**src/rtl/stream_demux_pkg.sv**
```systemverilog
// stream_demux_pkg
// Shared types and default widths for the packet-aware 1:2 stream demux.
//   state_t    : routing FSM state (IDLE, ROUTE0, ROUTE1)
//   DATA_W_DEF : default payload width
//   CNT_W_DEF  : default per-output packet counter width
package stream_demux_pkg;

  typedef enum logic [1:0] {
    IDLE   = 2'd0,
    ROUTE0 = 2'd1,
    ROUTE1 = 2'd2
  } state_t;

  localparam int DATA_W_DEF = 8;
  localparam int CNT_W_DEF  = 8;

endpackage

```
**src/rtl/demux_out_slot.sv**
```systemverilog
// demux_out_slot
// One-entry registered output slot with a packet counter.
// Ports:
//   clk, rst          : clock, asynchronous active-high reset
//   load              : capture load_data/load_last this cycle
//   load_data/_last   : beat to capture
//   ready             : downstream ready
//   valid, data, last : registered output beat
//   cnt               : packets (beats with last=1) loaded into this slot
//   avail             : slot can take a beat this cycle (empty or draining)
module demux_out_slot
  import stream_demux_pkg::*;
#(
  parameter int DATA_W = DATA_W_DEF,
  parameter int CNT_W  = CNT_W_DEF
) (
  input  logic              clk,
  input  logic              rst,
  input  logic              load,
  input  logic [DATA_W-1:0] load_data,
  input  logic              load_last,
  input  logic              ready,
  output logic              valid,
  output logic [DATA_W-1:0] data,
  output logic              last,
  output logic [CNT_W-1:0]  cnt,
  output logic              avail
);

  logic drain;

  assign drain = valid & ready;
  // A draining slot frees up on the same edge, so it may accept a new beat.
  assign avail = ~valid | ready;

  // NOTE: sequential state uses non-blocking assignments so every register
  // samples the pre-edge values, independent of statement order.
  always_ff @(posedge clk or posedge rst) begin
    if (rst) begin
      valid <= 1'b0;
      // NOTE: data/last are reset too, because the outputs must read 0 after
      // reset; a pure datapath register would normally be left unreset.
      data  <= '0;
      last  <= 1'b0;
      cnt   <= '0;
    end else begin
      // Load has priority over drain: a simultaneous load keeps the slot full.
      if (load) begin
        valid <= 1'b1;
        data  <= load_data;
        last  <= load_last;
      end else if (drain) begin
        valid <= 1'b0;
      end
      if (load && load_last) begin
        cnt <= cnt + CNT_W'(1);
      end
    end
  end

endmodule

```
**src/rtl/stream_demux1to2.sv**
```systemverilog
// stream_demux1to2
// Routes whole packets from one valid/ready stream to output y0 or y1.
// The destination is taken from in_sel on the first beat and locked until
// the beat carrying in_last has been accepted.
// Ports:
//   clk, rst                    : clock, asynchronous active-high reset
//   in_valid/in_ready           : upstream handshake
//   in_data/in_last/in_sel      : upstream beat, last flag, destination
//   yx_valid/yx_ready           : downstream handshake for output x
//   yx_data/yx_last             : registered beat on output x
//   pkt_cntx                    : packets routed to output x (wrapping)
module stream_demux1to2
  import stream_demux_pkg::*;
#(
  parameter int DATA_W = DATA_W_DEF,
  parameter int CNT_W  = CNT_W_DEF
) (
  input  logic              clk,
  input  logic              rst,
  input  logic              in_valid,
  output logic              in_ready,
  input  logic [DATA_W-1:0] in_data,
  input  logic              in_last,
  input  logic              in_sel,
  output logic              y0_valid,
  input  logic              y0_ready,
  output logic [DATA_W-1:0] y0_data,
  output logic              y0_last,
  output logic              y1_valid,
  input  logic              y1_ready,
  output logic [DATA_W-1:0] y1_data,
  output logic              y1_last,
  output logic [CNT_W-1:0]  pkt_cnt0,
  output logic [CNT_W-1:0]  pkt_cnt1
);

  state_t state, state_nxt;
  logic   sel;
  logic   accept;
  logic   avail0, avail1;

  // Effective select: live in_sel at a packet start, locked mid-packet.
  assign sel = (state == IDLE) ? in_sel : (state == ROUTE1);

  // Head-of-line blocking is intentional: only the selected slot matters.
  assign in_ready = sel ? avail1 : avail0;
  assign accept   = in_valid & in_ready;

  always_ff @(posedge clk or posedge rst) begin
    if (rst) begin
      state <= IDLE;
    end else begin
      state <= state_nxt;
    end
  end

  // NOTE: state_nxt gets a default before any branch so no path leaves it
  // unassigned, which would otherwise infer a latch.
  always_comb begin
    state_nxt = state;
    if (accept) begin
      if (in_last) begin
        state_nxt = IDLE;
      end else if (state == IDLE) begin
        state_nxt = in_sel ? ROUTE1 : ROUTE0;
      end
    end
  end

  demux_out_slot #(
    .DATA_W (DATA_W),
    .CNT_W  (CNT_W)
  ) u_slot0 (
    .clk       (clk),
    .rst       (rst),
    .load      (accept & ~sel),
    .load_data (in_data),
    .load_last (in_last),
    .ready     (y0_ready),
    .valid     (y0_valid),
    .data      (y0_data),
    .last      (y0_last),
    .cnt       (pkt_cnt0),
    .avail     (avail0)
  );

  demux_out_slot #(
    .DATA_W (DATA_W),
    .CNT_W  (CNT_W)
  ) u_slot1 (
    .clk       (clk),
    .rst       (rst),
    .load      (accept & sel),
    .load_data (in_data),
    .load_last (in_last),
    .ready     (y1_ready),
    .valid     (y1_valid),
    .data      (y1_data),
    .last      (y1_last),
    .cnt       (pkt_cnt1),
    .avail     (avail1)
  );

endmodule

```
**config.mk**
```make
export PLATFORM = sky130hd
export DESIGN_NAME = stream_demux1to2
export DESIGN_NICKNAME = d
export VERILOG_FILES = /design/src/rtl/stream_demux_pkg.sv /design/src/rtl/demux_out_slot.sv /design/src/rtl/stream_demux1to2.sv
export SDC_FILE = /design/constraint.sdc
export NUM_CORES = 1
export LEC_CHECK = 0
export ABC_AREA = 0
export ABC_CLOCK_PERIOD_IN_PS = 1800
export CELL_PAD_IN_SITES_DETAIL_PLACEMENT = 1
export CELL_PAD_IN_SITES_GLOBAL_PLACEMENT = 1
export CORE_ASPECT_RATIO = 1.1
export CORE_MARGIN = 1
export CORE_UTILIZATION = 29
export DETAILED_ROUTE_END_ITERATION = 6
export GPL_TIMING_DRIVEN = 0
export HOLD_SLACK_MARGIN = 0.02
export PLACE_DENSITY_LB_ADDON = 0.1
export SLEW_MARGIN = 20
export SYNTH_ARGS = -nofsm -noshare
export SYNTH_HDL_FRONTEND = slang
export SYNTH_SLANG_ARGS = --single-unit
```
**constraint.sdc**
```tcl
create_clock -name clk -period 1.8 [get_ports clk]
set_input_delay 0.45 -clock clk [delete_from_list [all_inputs] [get_ports clk]]
set_output_delay 0.45 -clock clk [all_outputs]
set_load 0.005 [all_outputs]
```
==> impl_metrics.env <==
export IMPL_die_area_mm2=0.00581
export IMPL_finalCriticalPeriod_ps=1740
export IMPL_synth_xor_area_share_pct=7.68
export IMPL_slew_viol_final=0
export IMPL_slowest_stage="clkdlybuf4s50_1"
export IMPL_path_cells="clkdlybuf4s50_1 > nand2_1 > nor3b_4 > buf_4 > mux2_2"
export IMPL_synth_top_family_by_area="multiplexers"
export IMPL_placedCellCount=240
export IMPL_yosys_warnings=0
export IMPL_port_buffers=51
export IMPL_layout_drive_gt1_share_pct=27.3
export IMPL_dp_hpwl_mm=2.60
export IMPL_cts_tree="yes"
export IMPL_finalPower_mw=3.23
export IMPL_clk_latency_ps=290
export IMPL_synth_compound_area_share_pct=4.55
export IMPL_synth_net_count=133
export IMPL_worst_ep_arrival_time_ps=1920
export IMPL_place_area_mm2=0.00222
export IMPL_path_class="input pin to flip-flop"
export IMPL_cp_num_buf_inv=2
export IMPL_antenna_found_initial=0
export IMPL_finalSetupViolCount=0
export IMPL_clock_path_buffers=2
export IMPL_maxSlewHeadroom_pct=71.0
export IMPL_synthMuxAreaShare_pct=13.3
export IMPL_io_pins=52
export IMPL_ir_drop_mv=0.478
export IMPL_grt_max_degree=28
export IMPL_ant_nets=0
export IMPL_core_region_area_mm2=0.00513
export IMPL_rsz0062_at_grt="false"
export IMPL_cts_buffers=5
export IMPL_tightestPinTransition_ps=431
export IMPL_stdcell_area_mm2=0.00241
export IMPL_viasPerCell=4.71
export IMPL_syn_inst=116
export IMPL_fmax_ghz=0.576
export IMPL_start_util_pct=31.1
export IMPL_yosysSeqAreaShare_pct=59.6
export IMPL_synth_seq_cells=38
export IMPL_grtUsageTotal_pct=14.6
export IMPL_maxCapViolCount=0
export IMPL_die_w_um=72.7
export IMPL_avgRoutedWirePerCell_um=14.1
export IMPL_path_clk_slew_ps=80
export IMPL_grt_pass1_vias=1254
export IMPL_final_nets=203
export IMPL_die_y_um=79.8
export IMPL_hold_violations=0
export IMPL_slowest_delay_ps=570
export IMPL_fin_skew_ps=8.85
export IMPL_initialDrtViolationCount=15
export IMPL_critical_path_required_ps=1980
export IMPL_drcViolationCount=0
export IMPL_area_growth_pct=51.1
export IMPL_path_delay_family="buffers and inverters"
export IMPL_grt_pass1_wl_mm=6.31
export IMPL_period_share_pct=96.4
export IMPL_syn_area_per_cell_um2=13.8
export IMPL_status="complete, no violations"
export IMPL_synth_simple_area_share_pct=12.9
export IMPL_powerDensity_mw_per_mm2=1340
export IMPL_cts_sinks=38
export IMPL_hold_path_class="input pin to async pin"
export IMPL_root_buffer="clkbuf_8"
export IMPL_preCtsSetupSlack_ps=-702
export IMPL_postCtsHoldBufs=0
export IMPL_crit_fanout=9
export IMPL_place_gp_congestion=0.682
export IMPL_antenna_cells=0
export IMPL_num_rows=27
export IMPL_yosys_area_share_adder_pct=1.57
export IMPL_layout_common_cells="clkdlybuf4s50_1, dfrtp_1, mux2_2, xnor2_1"
export IMPL_htree_num_levels=2
export IMPL_final_common_cell="clkdlybuf4s50_1"
export IMPL_end_kind="flip-flop"
export IMPL_grt_ovfl_total=0
export IMPL_fin_cells=259
export IMPL_wirelength_mm=3.64
export IMPL_finalWorstSetupSlack_ps=64.6
export IMPL_p_leak_nw=1.03
export IMPL_yosysUniqueCellTypes=26
export IMPL_fin_util_pct=47.0
export IMPL_critPathLaunchType="input pin"
export IMPL_holdWs_ps=408
export IMPL_vias=1219
export IMPL_fin_tns_setup_ps=0
export IMPL_syn_cell_area_mm2=0.00160
export IMPL_dr_pass1_iters=4
## report_power, final
group / leakage [nW] / internal, mW / switching (mW)
Combinational: 0.514 / 0.847 / 0.393
Clock: 0.0452 / 0.273 / 0.304
Sequential: 0.471 / 1.15 / 0.262
## cell type report
class	count	area, µm²
clock buffers	6	72.6
well taps	72	90.1
inverters	2	7.51
repair buffers	63	619
flip-flops and latches	38	952
multi-input cells	76	657
fillers	558	2720
clock inverters	2	13.8
## layer usage
metal | vias up | wire length [µm] | track usage, %
li1 | 555 | - | -
met1 | 615 | 1530 | 17.3
met2 | 42 | 1790 | 23.8
met3 | 7 | 258 | 5.05
met4 | 0 | 63 | 5.88
met5 | - | 0 | 0
## what timing repair did
action	4_1_cts	5_1_grt
cloned	0	0
resized for setup	12	1
setup buffers	7	4
setup endpoints to repair	2	12
pin swaps	2	2
## path summary, 6_finish.rpt
kind	from	to	slack [ps]	cells after the start
setup / recovery	in_valid	u_slot0.cnt[1]	60	5
hold / removal	rst	u_slot1.cnt[5]	410	2
setup reg to reg	state[0]	state[1]	180	8
hold reg to reg	u_slot0.cnt[7]	u_slot0.cnt[7]	470	1
max in group asynchronous	rst	u_slot0.valid	960	3
min in group clk	u_slot0.cnt[7]	u_slot0.cnt[7]	470	1
## registers in the layout, summed over array words and instances (netlist names)
signal and cells:
u_slot1.last 1, u_slot1.data 8, u_slot0.last 1, state 2, u_slot0.valid 1, u_slot1.valid 1
u_slot0.data 8, u_slot1.cnt 8, u_slot0.cnt 8
## synth_stat cells
cell type,number,area (µm²)
a211o_1,1,8.76
a21o_1,1,7.51
a21o_2,1,8.76
a22o_2,1,10.0
and3_1,3,18.8
dfrtp_1,38,951
ha_1,2,25.0
inv_1,2,7.51
mux2_2,18,203
mux2i_1,1,10.0
nand2_1,6,22.5
nand2_2,1,6.26
nand2b_1,2,12.5
nand3_1,1,5.00
nand3_2,1,10.0
nand4_1,10,62.6
nor2_1,4,15.0
nor2b_1,2,12.5
nor3_1,1,5.00
nor3_4,1,16.3
nor3b_4,1,18.8
o21ai_0,2,10.0
o21bai_4,1,18.8
o41ai_1,1,8.76
xnor2_1,12,105
xor2_1,2,17.5
## cell families after synthesis
kind of cell | Yosys count
adder cells (fa/ha/maj) | 2
XOR/XNOR | 14
AO/OA/AOI/OAI | 8
multiplexers | 19
flip-flops | 38
buffers and inverters | 2
AND/OR/NAND/NOR | 33
Power figures use the tool's default switching activity.
